$ cat src/rtl/instruction_fetch_stage_if.sv
// IF stage bus: hazard/redirect controls in, instruction memory port and IF/ID register out.
interface instruction_fetch_stage_if;
  logic        Stall;
  logic        Flush;
  logic        Branch_Taken;
  logic [63:0] Branch_Target;
  logic [63:0] Inst_Address;
  logic [31:0] Instruction;
  logic [63:0] IF_ID_PC;
  logic [31:0] IF_ID_Instruction;
  logic        IF_ID_Valid;
  logic        Halted;
  logic        Fetch_Fault;
  logic [31:0] Fetch_Count;

  // Pipeline control / memory side that drives the fetch stage
  modport master (
    output Stall, Flush, Branch_Taken, Branch_Target, Instruction,
    input  Inst_Address, IF_ID_PC, IF_ID_Instruction, IF_ID_Valid,
           Halted, Fetch_Fault, Fetch_Count
  );

  // Fetch stage itself
  modport slave (
    input  Stall, Flush, Branch_Taken, Branch_Target, Instruction,
    output Inst_Address, IF_ID_PC, IF_ID_Instruction, IF_ID_Valid,
           Halted, Fetch_Fault, Fetch_Count
  );
endinterface

$ cat src/rtl/instruction_fetch_stage.sv
// Instruction fetch stage: owns the PC, fetches from combinational instruction
// memory and loads the IF/ID register under stall/flush/redirect control.
// Freezes on the halt idiom or on an illegal fetch until reset.
module instruction_fetch_stage #(
  parameter logic [63:0] RESET_PC  = 64'h0,
  parameter int unsigned MEM_BYTES = 208,
  parameter logic [31:0] HALT_INSN = 32'h00000063
) (
  input logic                         clk,
  input logic                         reset,
  instruction_fetch_stage_if.slave    bus
);
  localparam int unsigned XLEN = 64;
  localparam int unsigned ILEN = 32;
  localparam logic [ILEN-1:0] NOP_INSN = 32'h00000013;

  logic [XLEN-1:0] r_pc;
  logic [XLEN-1:0] r_ifid_pc;
  logic [ILEN-1:0] r_ifid_insn;
  logic            r_ifid_valid;
  logic            r_halted;
  logic            r_fault;
  logic [31:0]     r_count;

  logic [XLEN-1:0] w_pc_nxt;
  logic [XLEN-1:0] w_ifid_pc_nxt;
  logic [ILEN-1:0] w_ifid_insn_nxt;
  logic            w_ifid_valid_nxt;
  logic            w_halted_nxt;
  logic            w_fault_nxt;
  logic [31:0]     w_count_nxt;
  logic            w_frozen;
  logic            w_in_range;
  logic [XLEN-1:0] w_pc_plus4;

  // Range check in 65 bits so a PC near the top of the address space cannot wrap into range
  assign w_in_range = (({1'b0, r_pc} + 65'd3) < 65'(MEM_BYTES));
  assign w_pc_plus4 = r_pc + 64'd4;
  assign w_frozen   = r_halted | r_fault;

  // Next-state selection following the per-edge priority order
  always_comb begin
    w_pc_nxt         = r_pc;
    w_ifid_pc_nxt    = r_ifid_pc;
    w_ifid_insn_nxt  = r_ifid_insn;
    w_ifid_valid_nxt = r_ifid_valid;
    w_halted_nxt     = r_halted;
    w_fault_nxt      = r_fault;
    w_count_nxt      = r_count;
    if (w_frozen) begin
      // hold everything
    end else if (bus.Branch_Taken && (bus.Branch_Target[1:0] != 2'b00)) begin
      w_fault_nxt      = 1'b1;
      w_ifid_pc_nxt    = r_pc;
      w_ifid_insn_nxt  = NOP_INSN;
      w_ifid_valid_nxt = 1'b0;
    end else if (bus.Branch_Taken) begin
      w_pc_nxt         = bus.Branch_Target;
      w_ifid_pc_nxt    = r_pc;
      w_ifid_insn_nxt  = NOP_INSN;
      w_ifid_valid_nxt = 1'b0;
    end else if (bus.Flush && !bus.Stall) begin
      w_pc_nxt         = w_pc_plus4;
      w_ifid_pc_nxt    = r_pc;
      w_ifid_insn_nxt  = NOP_INSN;
      w_ifid_valid_nxt = 1'b0;
    end else if (bus.Stall) begin
      // stall wins over flush so the instruction held in ID is not lost
    end else if (w_in_range) begin
      w_pc_nxt         = w_pc_plus4;
      w_ifid_pc_nxt    = r_pc;
      w_ifid_insn_nxt  = bus.Instruction;
      w_ifid_valid_nxt = 1'b1;
      w_count_nxt      = r_count + 32'd1;
      w_halted_nxt     = (bus.Instruction == HALT_INSN);
    end else begin
      w_fault_nxt      = 1'b1;
      w_ifid_pc_nxt    = r_pc;
      w_ifid_insn_nxt  = NOP_INSN;
      w_ifid_valid_nxt = 1'b0;
    end
  end

  // PC, IF/ID and status registers
  always_ff @(posedge clk or posedge reset) begin
    if (reset) begin
      r_pc         <= RESET_PC;
      r_ifid_pc    <= '0;
      r_ifid_insn  <= NOP_INSN;
      r_ifid_valid <= 1'b0;
      r_halted     <= 1'b0;
      r_fault      <= 1'b0;
      r_count      <= '0;
    end else begin
      r_pc         <= w_pc_nxt;
      r_ifid_pc    <= w_ifid_pc_nxt;
      r_ifid_insn  <= w_ifid_insn_nxt;
      r_ifid_valid <= w_ifid_valid_nxt;
      r_halted     <= w_halted_nxt;
      r_fault      <= w_fault_nxt;
      r_count      <= w_count_nxt;
    end
  end

  assign bus.Inst_Address      = r_pc;
  assign bus.IF_ID_PC          = r_ifid_pc;
  assign bus.IF_ID_Instruction = r_ifid_insn;
  assign bus.IF_ID_Valid       = r_ifid_valid;
  assign bus.Halted            = r_halted;
  assign bus.Fetch_Fault       = r_fault;
  assign bus.Fetch_Count       = r_count;
endmodule

$ cat src/flat_wrapper.sv
// flat-port wrapper written by rule: the top's interface ports become plain ports
module instruction_fetch_stage_flat 
#(
  parameter logic [63:0] RESET_PC  = 64'h0,
  parameter int unsigned MEM_BYTES = 208,
  parameter logic [31:0] HALT_INSN = 32'h00000063
)
  (clk, reset, bus_Stall, bus_Flush, bus_Branch_Taken, bus_Branch_Target, bus_Instruction, bus_Inst_Address, bus_IF_ID_PC, bus_IF_ID_Instruction, bus_IF_ID_Valid, bus_Halted, bus_Fetch_Fault, bus_Fetch_Count);
  instruction_fetch_stage_if bus_i ();
  input logic clk;
  input logic reset;
  input wire logic [$bits(bus_i.Stall)-1:0] bus_Stall;
  input wire logic [$bits(bus_i.Flush)-1:0] bus_Flush;
  input wire logic [$bits(bus_i.Branch_Taken)-1:0] bus_Branch_Taken;
  input wire logic [$bits(bus_i.Branch_Target)-1:0] bus_Branch_Target;
  input wire logic [$bits(bus_i.Instruction)-1:0] bus_Instruction;
  output wire logic [$bits(bus_i.Inst_Address)-1:0] bus_Inst_Address;
  output wire logic [$bits(bus_i.IF_ID_PC)-1:0] bus_IF_ID_PC;
  output wire logic [$bits(bus_i.IF_ID_Instruction)-1:0] bus_IF_ID_Instruction;
  output wire logic [$bits(bus_i.IF_ID_Valid)-1:0] bus_IF_ID_Valid;
  output wire logic [$bits(bus_i.Halted)-1:0] bus_Halted;
  output wire logic [$bits(bus_i.Fetch_Fault)-1:0] bus_Fetch_Fault;
  output wire logic [$bits(bus_i.Fetch_Count)-1:0] bus_Fetch_Count;
  assign bus_i.Stall = bus_Stall;
  assign bus_i.Flush = bus_Flush;
  assign bus_i.Branch_Taken = bus_Branch_Taken;
  assign bus_i.Branch_Target = bus_Branch_Target;
  assign bus_i.Instruction = bus_Instruction;
  assign bus_Inst_Address = bus_i.Inst_Address;
  assign bus_IF_ID_PC = bus_i.IF_ID_PC;
  assign bus_IF_ID_Instruction = bus_i.IF_ID_Instruction;
  assign bus_IF_ID_Valid = bus_i.IF_ID_Valid;
  assign bus_Halted = bus_i.Halted;
  assign bus_Fetch_Fault = bus_i.Fetch_Fault;
  assign bus_Fetch_Count = bus_i.Fetch_Count;
  instruction_fetch_stage #(.RESET_PC(RESET_PC), .MEM_BYTES(MEM_BYTES), .HALT_INSN(HALT_INSN)) u_core (.clk(clk), .reset(reset), .bus(bus_i));
endmodule
$ cat config.mk
export PLATFORM = sky130hd
export DESIGN_NAME = instruction_fetch_stage_flat
export DESIGN_NICKNAME = d
export VERILOG_FILES = /design/src/rtl/instruction_fetch_stage_if.sv /design/src/rtl/instruction_fetch_stage.sv /design/src/flat_wrapper.sv
export SDC_FILE = /design/constraint.sdc
export NUM_CORES = 1
export LEC_CHECK = 0
export ABC_AREA = 1
export BUFFER_PORTS_ARGS = -buffer_cell sky130_fd_sc_hd__buf_2
export CELL_PAD_IN_SITES_DETAIL_PLACEMENT = 1
export CELL_PAD_IN_SITES_GLOBAL_PLACEMENT = 1
export CORE_MARGIN = 5
export CORE_UTILIZATION = 38
export DETAILED_ROUTE_END_ITERATION = 8
export MAX_ROUTING_LAYER = met4
export PLACE_DENSITY = 0.86
export SLEW_MARGIN = 20
export SYNTH_ARGS = -nofsm -noshare
export SYNTH_HDL_FRONTEND = slang
export SYNTH_SLANG_ARGS = --single-unit
$ cat constraint.sdc
create_clock -name clk -period 7.9 [get_ports clk]
set_clock_uncertainty 0.1 [all_clocks]
set_input_delay 0.79 -clock clk [delete_from_list [all_inputs] [get_ports clk]]
set_output_delay 0.79 -clock clk [all_outputs]
set_load 0.005 [all_outputs]
==> results of run 1 <==
area by class of cell:
class,count,area [um2],area share
Multi-Input combinational cell,1384,6460,0.440
Inverter,170,646,0.0440
Tap cell,442,553,0.0377
Timing Repair Buffer,302,1530,0.104
Antenna cell,3,7.51,0.000512
Clock buffer,19,453,0.0309
Sequential cell,195,4880,0.333
Clock inverter,13,136,0.00929
where the power goes:
| part | leakage, nW | internal, W | switching, W |
|---|---|---|---|
| clock | 0.292 | 0.000463 | 0.000441 |
| sequential | 2.59 | 0.00130 | 0.000507 |
| combinational | 4.31 | 0.000553 | 0.000890 |
Yosys cell counts (4+ instances only):
cell | n | area, um2
nand2_2 | 11 | 68.8
xor2_1 | 77 | 674
nor2_4 | 11 | 124
nor3_1 | 26 | 130
nand3_1 | 118 | 591
nor2_1 | 198 | 743
inv_1 | 163 | 612
buf_6 | 9 | 101
nor2_2 | 21 | 131
a31oi_1 | 4 | 25.0
o21ai_1 | 39 | 195
a21oi_1 | 8 | 40.0
dfrtp_1 | 192 | 4800
buf_4 | 6 | 45.0
buf_2 | 8 | 40.0
xnor2_1 | 7 | 61.3
inv_2 | 6 | 22.5
nand2_1 | 650 | 2440
nand4_1 | 38 | 238
o21ai_0 | 147 | 736
clkbuf_1 | 44 | 165
nor4_1 | 10 | 62.6
final timing paths:
path | startpoint | endpoint | slack [ns] | cells past startpoint
min in group clk | u_core.bus.IF_ID_PC[28]$_DFFE_PP0P_ | u_core.bus.IF_ID_PC[28]$_DFFE_PP0P_ | 0.38 | 2
max in group asynchronous | reset | u_core.bus.Inst_Address[17]$_DFFE_PP0P_ | 5.87 | 3
min | reset | u_core.bus.IF_ID_PC[32]$_DFFE_PP0P_ | 0.37 | 2
min reg2reg | u_core.bus.IF_ID_PC[28]$_DFFE_PP0P_ | u_core.bus.IF_ID_PC[28]$_DFFE_PP0P_ | 0.38 | 2
max | u_core.bus.Inst_Address[15]$_DFFE_PP0P_ | u_core.bus.Inst_Address[38]$_DFFE_PP0P_ | 3.16 | 17
max reg2reg | u_core.bus.Inst_Address[15]$_DFFE_PP0P_ | u_core.bus.Inst_Address[38]$_DFFE_PP0P_ | 3.16 | 17
metrics by stage:
step	hold slack, ns	cells	setup WS [ns]	power [W]
2_1_floorplan	0.372	1817	1.70	0.00244
5_1_grt	0.396	2528	2.95	0.00441
6_report	0.371	2528	3.16	0.00415
3_3_place_gp	0.359	2493	3.34	0.00320
4_1_cts	0.380	2525	3.26	0.00416
3_5_place_dp	0.362	2493	3.28	0.00325
layer usage:
layer | wire length, um | part of all wire | global-route usage | vias to the layer above
met4 | 2340 | 0.044 | 0.134 | 0
li1 | - | - | - | 6257
met2 | 25300 | 0.47 | 0.484 | 455
met5 | 0 | 0 | - | -
met1 | 22800 | 0.42 | 0.368 | 6602
met3 | 3190 | 0.059 | 0.0565 | 113
critical path: stages, from the launching register on:
cell     delay (ns)
dfrtp_1        0.66
nand2_1        0.13
nor2_1         0.38
nand2_1        0.27
nor2_2         0.52
nand2_1        0.14
nor2_1         0.13
nor2_1         0.05
nor2_1         0.12
nand2_1        0.09
nor2_1         0.10
nand2_1        0.09
nor2_4         0.16
nand3_2        0.13
nand2_4        0.59
nand2_4        0.63
nand2_1        0.22
nand2_1        0.07
logic make-up after synthesis:
family          Yosys count
buf+inv                 238
fa+ha+maj                 2
xor+xnor                 84
simple gates           1095
flops                   195
compound gates          203
flip-flops by register name, indices dropped and copies added, names as in the netlist:
name and cells:
u_core.bus.IF_ID_PC 64, u_core.bus.Inst_Address 64, u_core.bus.Fetch_Count 32, u_core.bus.IF_ID_Instruction 32, u_core.bus.Fetch_Fault 1, u_core.bus.Halted 1, u_core.bus.IF_ID_Valid 1
==> impl_metrics.tcl, run 1 <==
set metrics [dict create \
    status "complete, no violations" \
    clock-sinks 195 \
    synth_fp_nets 1920 \
    vias 13400 \
    die_x_um 190 \
    gp_congestion 1.01 \
    hold_violations 0 \
    finalMaxSlewViolations 0 \
    ys_seq_area_frac 0.396 \
    cts_setup_buffers 0 \
    holdBufCountCts 0 \
    synth_edf_count 0 \
    grt_pass1_vias 13800 \
    ys_seq_elements 195 \
    routedWlPerCell_um 21.2 \
    ctsResizeCount 0 \
    yosys.area_share.xor_xnor 0.0597 \
    period_share 0.601 \
    io_pins 296 \
    grt.overflow.total 0 \
    setup_viol_count_final 0 \
    max_slew.worst_pin.slew_ns 1.11 \
    synth_compound_area_frac 0.0838 \
    yosysUniqueCellTypes 35 \
    synthAdderAreaFrac 0.00203 \
    leakage_nw 7.20 \
    rsz0062_at_grt "no" \
    layout.nets 2173 \
    grt_pass1_wl_um 81300 \
    area_growth_pct 19.0 \
    synthFlopType "dfrtp_1" \
    place_hpwl_um 42300 \
    vias_per_cell 5.31 \
    required_ns 8.16 \
    ant_nets 0 \
    grt_max_degree 126 \
    die_y_um 190 \
    start_kind "register" \
    fmax_ghz 0.211 \
    path_class "reg2reg" \
    post-route-util 0.454 \
    avgSynthCellArea_um2 6.78 \
    drc 0 \
    num-fill-cells 4320 \
    drt_iter0_drc 808 \
    path_max_fanout 64 \
    rows 66 \
    worstSetupEndpointType "register" \
    relSlewSlack 0.260 \
    fin_area_mm2 0.0147 \
    synth_top_family_by_area "simple AND/OR/NAND/NOR gates" \
    syn-cell-area_mm2 0.0123 \
    cts_max_level 4 \
    maxCapViolCount 0 \
    dr.pass1.iters 5 \
    period_needed_ns 4.74 \
    fin_setup_tns_ns 0 \
    synth_warnings 0 \
    placed_area_mm2 0.0141 \
    ir_drop_uv 173 \
    drive_above_1_share 0.190 \
    layout_commonest_cell "nand2_1" \
    numPortBuffers 295 \
    critPathArrivalTime_ns 5.00 \
    cts.root.buffer_cell "clkbuf_16" \
    clockBufferDepth 2 \
    clkLatencyLatePin_ns 0.47 \
    final_cell_mix "649 x nand2_1, 294 x buf_2, 197 x nor2_1, 192 x dfrtp_1, 162 x inv_1" \
    syn_inst 1817 \
    core_mm2 0.0323 \
    dieArea_mm2 0.0361 \
    cts_buffers 17 \
    synthSimpleGateAreaFrac 0.378 \
    ys_async_sr_fraction 1.00 \
    clk_pin_slew_ns 0.08 \
    cellPowerDensity_mw_per_mm2 283 \
    hp-class "in2async" \
    tritoncts "done" \
    initial_utilization 0.382 \
    antenna_found_initial 3 \
    drt_wl_total_um 53600 \
    muxShareOfSynthArea 0 \
    grt_usage 0.300 \
]
No activity file was read; power rests on OpenSTA's default activity.
==> run 2, diff against run 1 <==
Clock period 7.9 ns to 4.4 ns, I/O delays scaled along.
==> impl_metrics.tcl, run 2 (synthesis gave the netlist of run 1 again) <==
set metrics [dict create \
    tritoncts "done" \
    finalMaxSlewViolations 0 \
    cts_setup_buffers 0 \
    grt_pass1_vias 14200 \
    slowest_stage "buf_4" \
    die_x_um 190 \
    fin_setup_tns_ns 0 \
    hp-start "bus_Instruction[4]" \
    reg2reg_depth 15 \
    cts_buffers 17 \
    numPortBuffers 295 \
    cts.root.buffer_cell "clkbuf_16" \
    vias 13400 \
    leakage_nw 7.28 \
    rsz0062_at_grt "no" \
    setup_viol_count_final 0 \
    highest_layer "met4" \
    path_common_cell "nand2_1" \
    hp-class "in2reg" \
    routedWlPerCell_um 21.9 \
    path_max_fanout 97 \
    start_kind "register" \
    period_needed_ns 3.89 \
    p_clk_frac 0.225 \
    crit_path_max_incr_delay_ns 0.66 \
    min_to "u_core.bus.IF_ID_Instruction[4]$_DFFE_PP1P_" \
    final_cell_mix "649 x nand2_1, 294 x buf_2, 197 x nor2_1, 192 x dfrtp_1, 162 x inv_1" \
    path_class "reg2reg" \
    ir_drop_uv 280 \
    dr.pass1.iters 6 \
    place_hpwl_um 44300 \
    hold_ws_ns 0.129 \
    clkLatencyLatePin_ns 0.47 \
    relSlewSlack 0.292 \
    p_seq_frac 0.421 \
    placed_area_mm2 0.0142 \
    grt_pass1_wl_um 85200 \
    rr_startpoint "u_core.bus.Inst_Address[2]$_DFFE_PP0P_" \
    area_growth_pct 20.3 \
    critPathArrivalTime_ns 4.09 \
    p_sw_frac 0.441 \
    die_y_um 190 \
    initial_utilization 0.382 \
    rows 66 \
    dieArea_mm2 0.0361 \
    pwr-share-comb 0.355 \
    r2r_slack_ns 0.51 \
    drc 0 \
    met1_length_um 24500 \
    fin_area_mm2 0.0148 \
    required_ns 4.60 \
    holdPathStages 3 \
    max_slew.worst_pin.slew_ns 1.05 \
    core_mm2 0.0323 \
    clockBufferDepth 2 \
    fmax_ghz 0.257 \
    hold_violations 0 \
    vias_per_cell 5.29 \
    p_switching_w 0.00336 \
    maxCapViolCount 0 \
    dr_wl_met2_um 27100 \
    r2r-end "u_core.bus.IF_ID_Instruction[8]$_DFFE_PP0P_" \
    grt_max_degree 133 \
    layout.nets 2186 \
    grt_usage 0.314 \
    cp_cell_sequence "ha_1 > nand2_1 > nor2_4 > nand2_2 > nor2_2 > nand2_1 > nor2_1 > xor2_1 > nand2_1 > nor2_1 > nand2_1 > nor2_4 > nand4_4 > buf_4 > o21ai_0" \
    wl_met3_um 2780 \
    cts_max_level 4 \
    status "complete, no violations" \
    drt_wl_total_um 55600 \
    drt_iter0_drc 830 \
    io_pins 296 \
    layout_commonest_cell "nand2_1" \
    clk_pin_slew_ns 0.08 \
    ant_nets 0 \
    clock-sinks 195 \
    antenna_found_initial 1 \
    cellPowerDensity_mw_per_mm2 512 \
    power.internal_w 0.00424 \
    dp.cells 2505 \
    grt.overflow.total 0 \
    stdcell_count 2539 \
    worstSetupEndpointType "register" \
    period_share 0.884 \
    gp_congestion 1.01 \
    drive_above_1_share 0.194 \
]
run 2: changes by cell type in the layout (fill, tap and decap cells not counted), sizes merged:
cell	change
buf	+12
bufinv	+1
clkbuf	+1
clkinv	-2
clkinvlp	+2
diode	-2
dlygate4sd3	+1
inv	-2
run 2: stage by stage:
| stage | power, W | utilization | setup slack (ns) |
|---|---|---|---|
| 5_1_grt | 0.00811 | 0.459 | 0.271 |
| 4_1_cts | 0.00762 | 0.459 | 0.621 |
| 6_report | 0.00760 | 0.459 | 0.510 |
| 3_5_place_dp | 0.00589 | 0.439 | 0.673 |
| 2_1_floorplan | 0.00437 | - | 1.34 |
| 3_3_place_gp | 0.00578 | 0.439 | 0.716 |
run 2: worst max-delay path by stage:
stage	endpoint	from
final	u_core.bus.IF_ID_Instruction[8]$_DFFE_PP0P_	u_core.bus.Inst_Address[2]$_DFFE_PP0P_
after global placement	u_core.bus.Fetch_Count[12]$_DFFE_PP0P_	u_core.bus.Inst_Address[2]$_DFFE_PP0P_
after floorplan	u_core.bus.Fetch_Count[0]$_DFFE_PP0P_	reset
after detailed placement	u_core.bus.IF_ID_Instruction[8]$_DFFE_PP0P_	u_core.bus.Inst_Address[2]$_DFFE_PP0P_
after CTS	u_core.bus.IF_ID_Instruction[8]$_DFFE_PP0P_	u_core.bus.Inst_Address[2]$_DFFE_PP0P_
after global routing	u_core.bus.IF_ID_Instruction[8]$_DFFE_PP0P_	u_core.bus.Inst_Address[2]$_DFFE_PP0P_
run 2: routing by layer:
metal,vias to the layer above,track usage
li1,6280,-
met1,6660,0.401
met2,418,0.530
met3,68,0.0429
met4,0,0.0782
met5,-,-
run 2: layout make-up:
cell class	count	area, um2
tap	442	553
clock buffer	20	467
sequential	195	4880
inverter	170	642
multi-input combinational	1384	6460
clock inverter	12	163
antenna	1	2.50
timing repair buffer	315	1660
fill	4292	17500
run 2: power by group through the flow:
stage / sequential [W] / combinational (W) / clock [W]
6_report: 0.00320 / 0.00269 / 0.00171
5_1_grt: 0.00328 / 0.00303 / 0.00181
4_1_cts: 0.00318 / 0.00271 / 0.00173
3_5_place_dp: 0.00321 / 0.00269 / 0
3_3_place_gp: 0.00319 / 0.00260 / 0
2_1_floorplan: 0.00292 / 0.00145 / 0
run 2: repair_timing:
| item | 4_1_cts | 5_1_grt |
|---|---|---|
| hold buffers | 1 | 0 |
| hold endpoints to repair | 4 | 0 |
| gates resized for setup | 0 | 0 |
run 2: worst max-delay path: cells and delay by family, from the launching register on:
kind	cells	cell delay (ns)
AOI/OAI and AO/OA	1	0.20
xor gates and xnor gates	1	0.11
buffers and inverters	1	0.66
and+or+nand+nor	11	1.65
DFF	1	0.59
adders and majority gates	1	0.29
==> run 3, diff against run 2 <==
Settings changed: ABC_AREA 1 to not set, CORE_UTILIZATION 38 to 40, PLACE_DENSITY 0.86 to 0.87.
==> impl_metrics.tcl, run 3 <==
set metrics [dict create \
    synth_common_cells "293 x nand2_1, 192 x dfrtp_1, 79 x nor3_1, 74 x nand3_1, 69 x clkbuf_1" \
    r2r-end "u_core.bus.Inst_Address[41]$_DFFE_PP0P_" \
    p_sw_frac 0.323 \
    hp-class "in2async" \
    routedWlPerCell_um 24.7 \
    status "complete, no violations" \
    layout.nets 1851 \
    dr_wl_met2_um 24900 \
    clkLatencyLatePin_ns 0.45 \
    area_growth_pct 29.6 \
    path_class "reg2reg" \
    yosysUniqueCellTypes 70 \
    rows 62 \
    rsz0062_at_grt "no" \
    vias_per_cell 6.06 \
    synth_warnings 0 \
    fmax_ghz 0.242 \
    stdcell_count 2150 \
    grt_max_degree 102 \
    dp.cells 2108 \
    start_kind "register" \
    cts_max_level 4 \
    drc 0 \
    syn_inst 1384 \
    grt.overflow.total 0 \
    power.internal_w 0.00308 \
    avgSynthCellArea_um2 8.41 \
    synth_edf_count 0 \
    r2r_slack_ns 0.26 \
    drt_iter0_drc 1147 \
    netlist_top_cells_area "dfrtp_1 41%, nand2_1 9.4%, xnor2_1 3.8%, nand4_1 3.5%, nor3_1 3.4%" \
    reg2reg_depth 15 \
    numPortBuffers 295 \
    met1_length_um 22300 \
    syn-cell-area_mm2 0.0116 \
    period_needed_ns 4.14 \
    maxCapViolCount 0 \
    total_power_w 0.00454 \
    num-fill-cells 3559 \
    holdBufCountCts 0 \
    required_ns 4.64 \
    period_share 0.940 \
    critPathArrivalTime_ns 4.37 \
    wl_met3_um 4440 \
    antenna_found_initial 5 \
    leakage_nw 7.04 \
    pwr-share-comb 0.185 \
    gp_congestion 0.975 \
    rr_startpoint "u_core.bus.Inst_Address[3]$_DFFE_PP0P_" \
    synth.largest_area_cell "dfrtp_1" \
    cts.root.buffer_cell "clkbuf_16" \
    worstSetupEndpointType "register" \
    cellPowerDensity_mw_per_mm2 301 \
    drive_above_1_share 0.302 \
    synth.most_common_cell "nand2_1" \
    layout_commonest_cell "buf_2" \
    ys_seq_elements 195 \
    initial_utilization 0.406 \
    ys_seq_area_frac 0.419 \
    synthFlopType "dfrtp_1" \
    cts_buffers 17 \
    ys_async_sr_fraction 1.00 \
    grt_pass1_vias 13500 \
    path_max_fanout 17 \
    hold_violations 0 \
    relSlewSlack 0.358 \
    core_mm2 0.0287 \
    clock-sinks 195 \
    fin_area_mm2 0.0151 \
    grt_usage 0.329 \
    finalMaxSlewViolations 0 \
    p_clk_frac 0.355 \
    p_switching_w 0.00147 \
    die_y_um 181 \
    clockBufferDepth 2 \
    place_hpwl_um 40400 \
    die_x_um 181 \
    clk_pin_slew_ns 0.08 \
    final_cell_mix "294 x buf_2, 292 x nand2_1, 188 x dfrtp_1, 166 x buf_4, 79 x nor3_1" \
    dieArea_mm2 0.0326 \
    grt_pass1_wl_um 82200 \
    io_pins 296 \
    tritoncts "done" \
    multi_input_area_mm2 0.00620 \
    setup_viol_count_final 0 \
    ant_nets 0 \
    yosysTopAreaCellShare 0.413 \
    max_slew.worst_pin.slew_ns 0.960 \
    regArea_mm2 0.00489 \
    ir_drop_uv 208 \
    highest_layer "met4" \
    vias 13000 \
    synth_fp_nets 1487 \
    placed_area_mm2 0.0144 \
    drt_wl_total_um 53100 \
    dr.pass1.iters 6 \
    hold_ws_ns 0.0446 \
    p_seq_frac 0.460 \
]
## run 3: area by class of cell
type                    count  area share
multi-input cells        1053       0.411
clock inverters            14      0.0104
clock buffers              18      0.0284
repair buffers            468       0.190
flip-flops and latches    195       0.324
inverters                  13     0.00348
diodes                      5    0.000829
well taps                 384      0.0318
## run 3: worst max path at each step
| stage | slack, ns | to | startpoint | depth (start not counted) |
|---|---|---|---|---|
| floorplan | 0.78 | u_core.bus.Fetch_Count[1]$_DFFE_PP0P_ | u_core.bus.Inst_Address[2]$_DFFE_PP0P_ | 11 |
| global route | 0.03 | u_core.bus.Inst_Address[23]$_DFFE_PP0P_ | u_core.bus.Inst_Address[3]$_DFFE_PP0P_ | 15 |
| detailed placement | -0.08 | u_core.bus.Inst_Address[49]$_DFFE_PP0P_ | u_core.bus.Inst_Address[3]$_DFFE_PP0P_ | 14 |
| finish | 0.26 | u_core.bus.Inst_Address[41]$_DFFE_PP0P_ | u_core.bus.Inst_Address[3]$_DFFE_PP0P_ | 15 |
| global placement | 0.09 | u_core.bus.Inst_Address[41]$_DFFE_PP0P_ | u_core.bus.Inst_Address[3]$_DFFE_PP0P_ | 14 |
| CTS | 0.01 | u_core.bus.Inst_Address[41]$_DFFE_PP0P_ | u_core.bus.Inst_Address[8]$_DFFE_PP0P_ | 12 |
## run 3: metrics by stage
step                       util  worst slack, ns  setup TNS (ns)
final                     0.526            0.263               0
after global placement    0.503           0.0876               0
after global routing      0.526           0.0350               0
after CTS                 0.524           0.0116               0
after floorplan               -            0.783               0
after detailed placement  0.503          -0.0753          -0.423
## run 3: kinds of logic (layout without fill, tap and decap cells)
group | Yosys count | in the layout | synth area share
other cells | 0 | 5 | 0
simple gates | 786 | 786 | 0.348
xor+xnor | 63 | 63 | 0.0474
fa+ha+maj | 2 | 2 | 0.00215
flops | 195 | 195 | 0.419
compound gates | 185 | 185 | 0.116
mux | 17 | 17 | 0.0148
buf+inv | 136 | 513 | 0.0520
## run 3: power groups by stage
stage          Combinational (W)  Clock [W]  Sequential (W)
2_1_floorplan           0.000381          0         0.00210
3_3_place_gp            0.000808          0         0.00211
3_5_place_dp            0.000837          0         0.00212
4_1_cts                 0.000839    0.00163         0.00209
5_1_grt                 0.000918    0.00170         0.00211
6_report                0.000841    0.00161         0.00209
## run 3: repair_timing
item / in CTS / in global routing
pin swaps: 1 / 1
resized for setup: 2 / 7
endpoints found under the setup margin: 17 / 93
setup buffers: 3 / 2
## run 3: per-layer routing
layer | track usage | vias to the layer above
met5 | - | -
met4 | 0.0932 | 0
met3 | 0.0719 | 107
met2 | 0.527 | 634
met1 | 0.423 | 6530
li1 | - | 5761
## run 3: critical path, stage by stage (launching register included)
cell	delay, ns
dfrtp_1	0.48
ha_2	0.30
nand3_1	0.17
nor4_1	0.32
buf_4	0.18
nand3_1	0.14
buf_4	0.19
o21a_1	0.19
nor4_1	0.30
nand4_1	0.22
or4_4	0.52
o21ai_4	0.25
buf_6	0.24
buf_4	0.14
mux2i_1	0.20
nand2_1	0.06
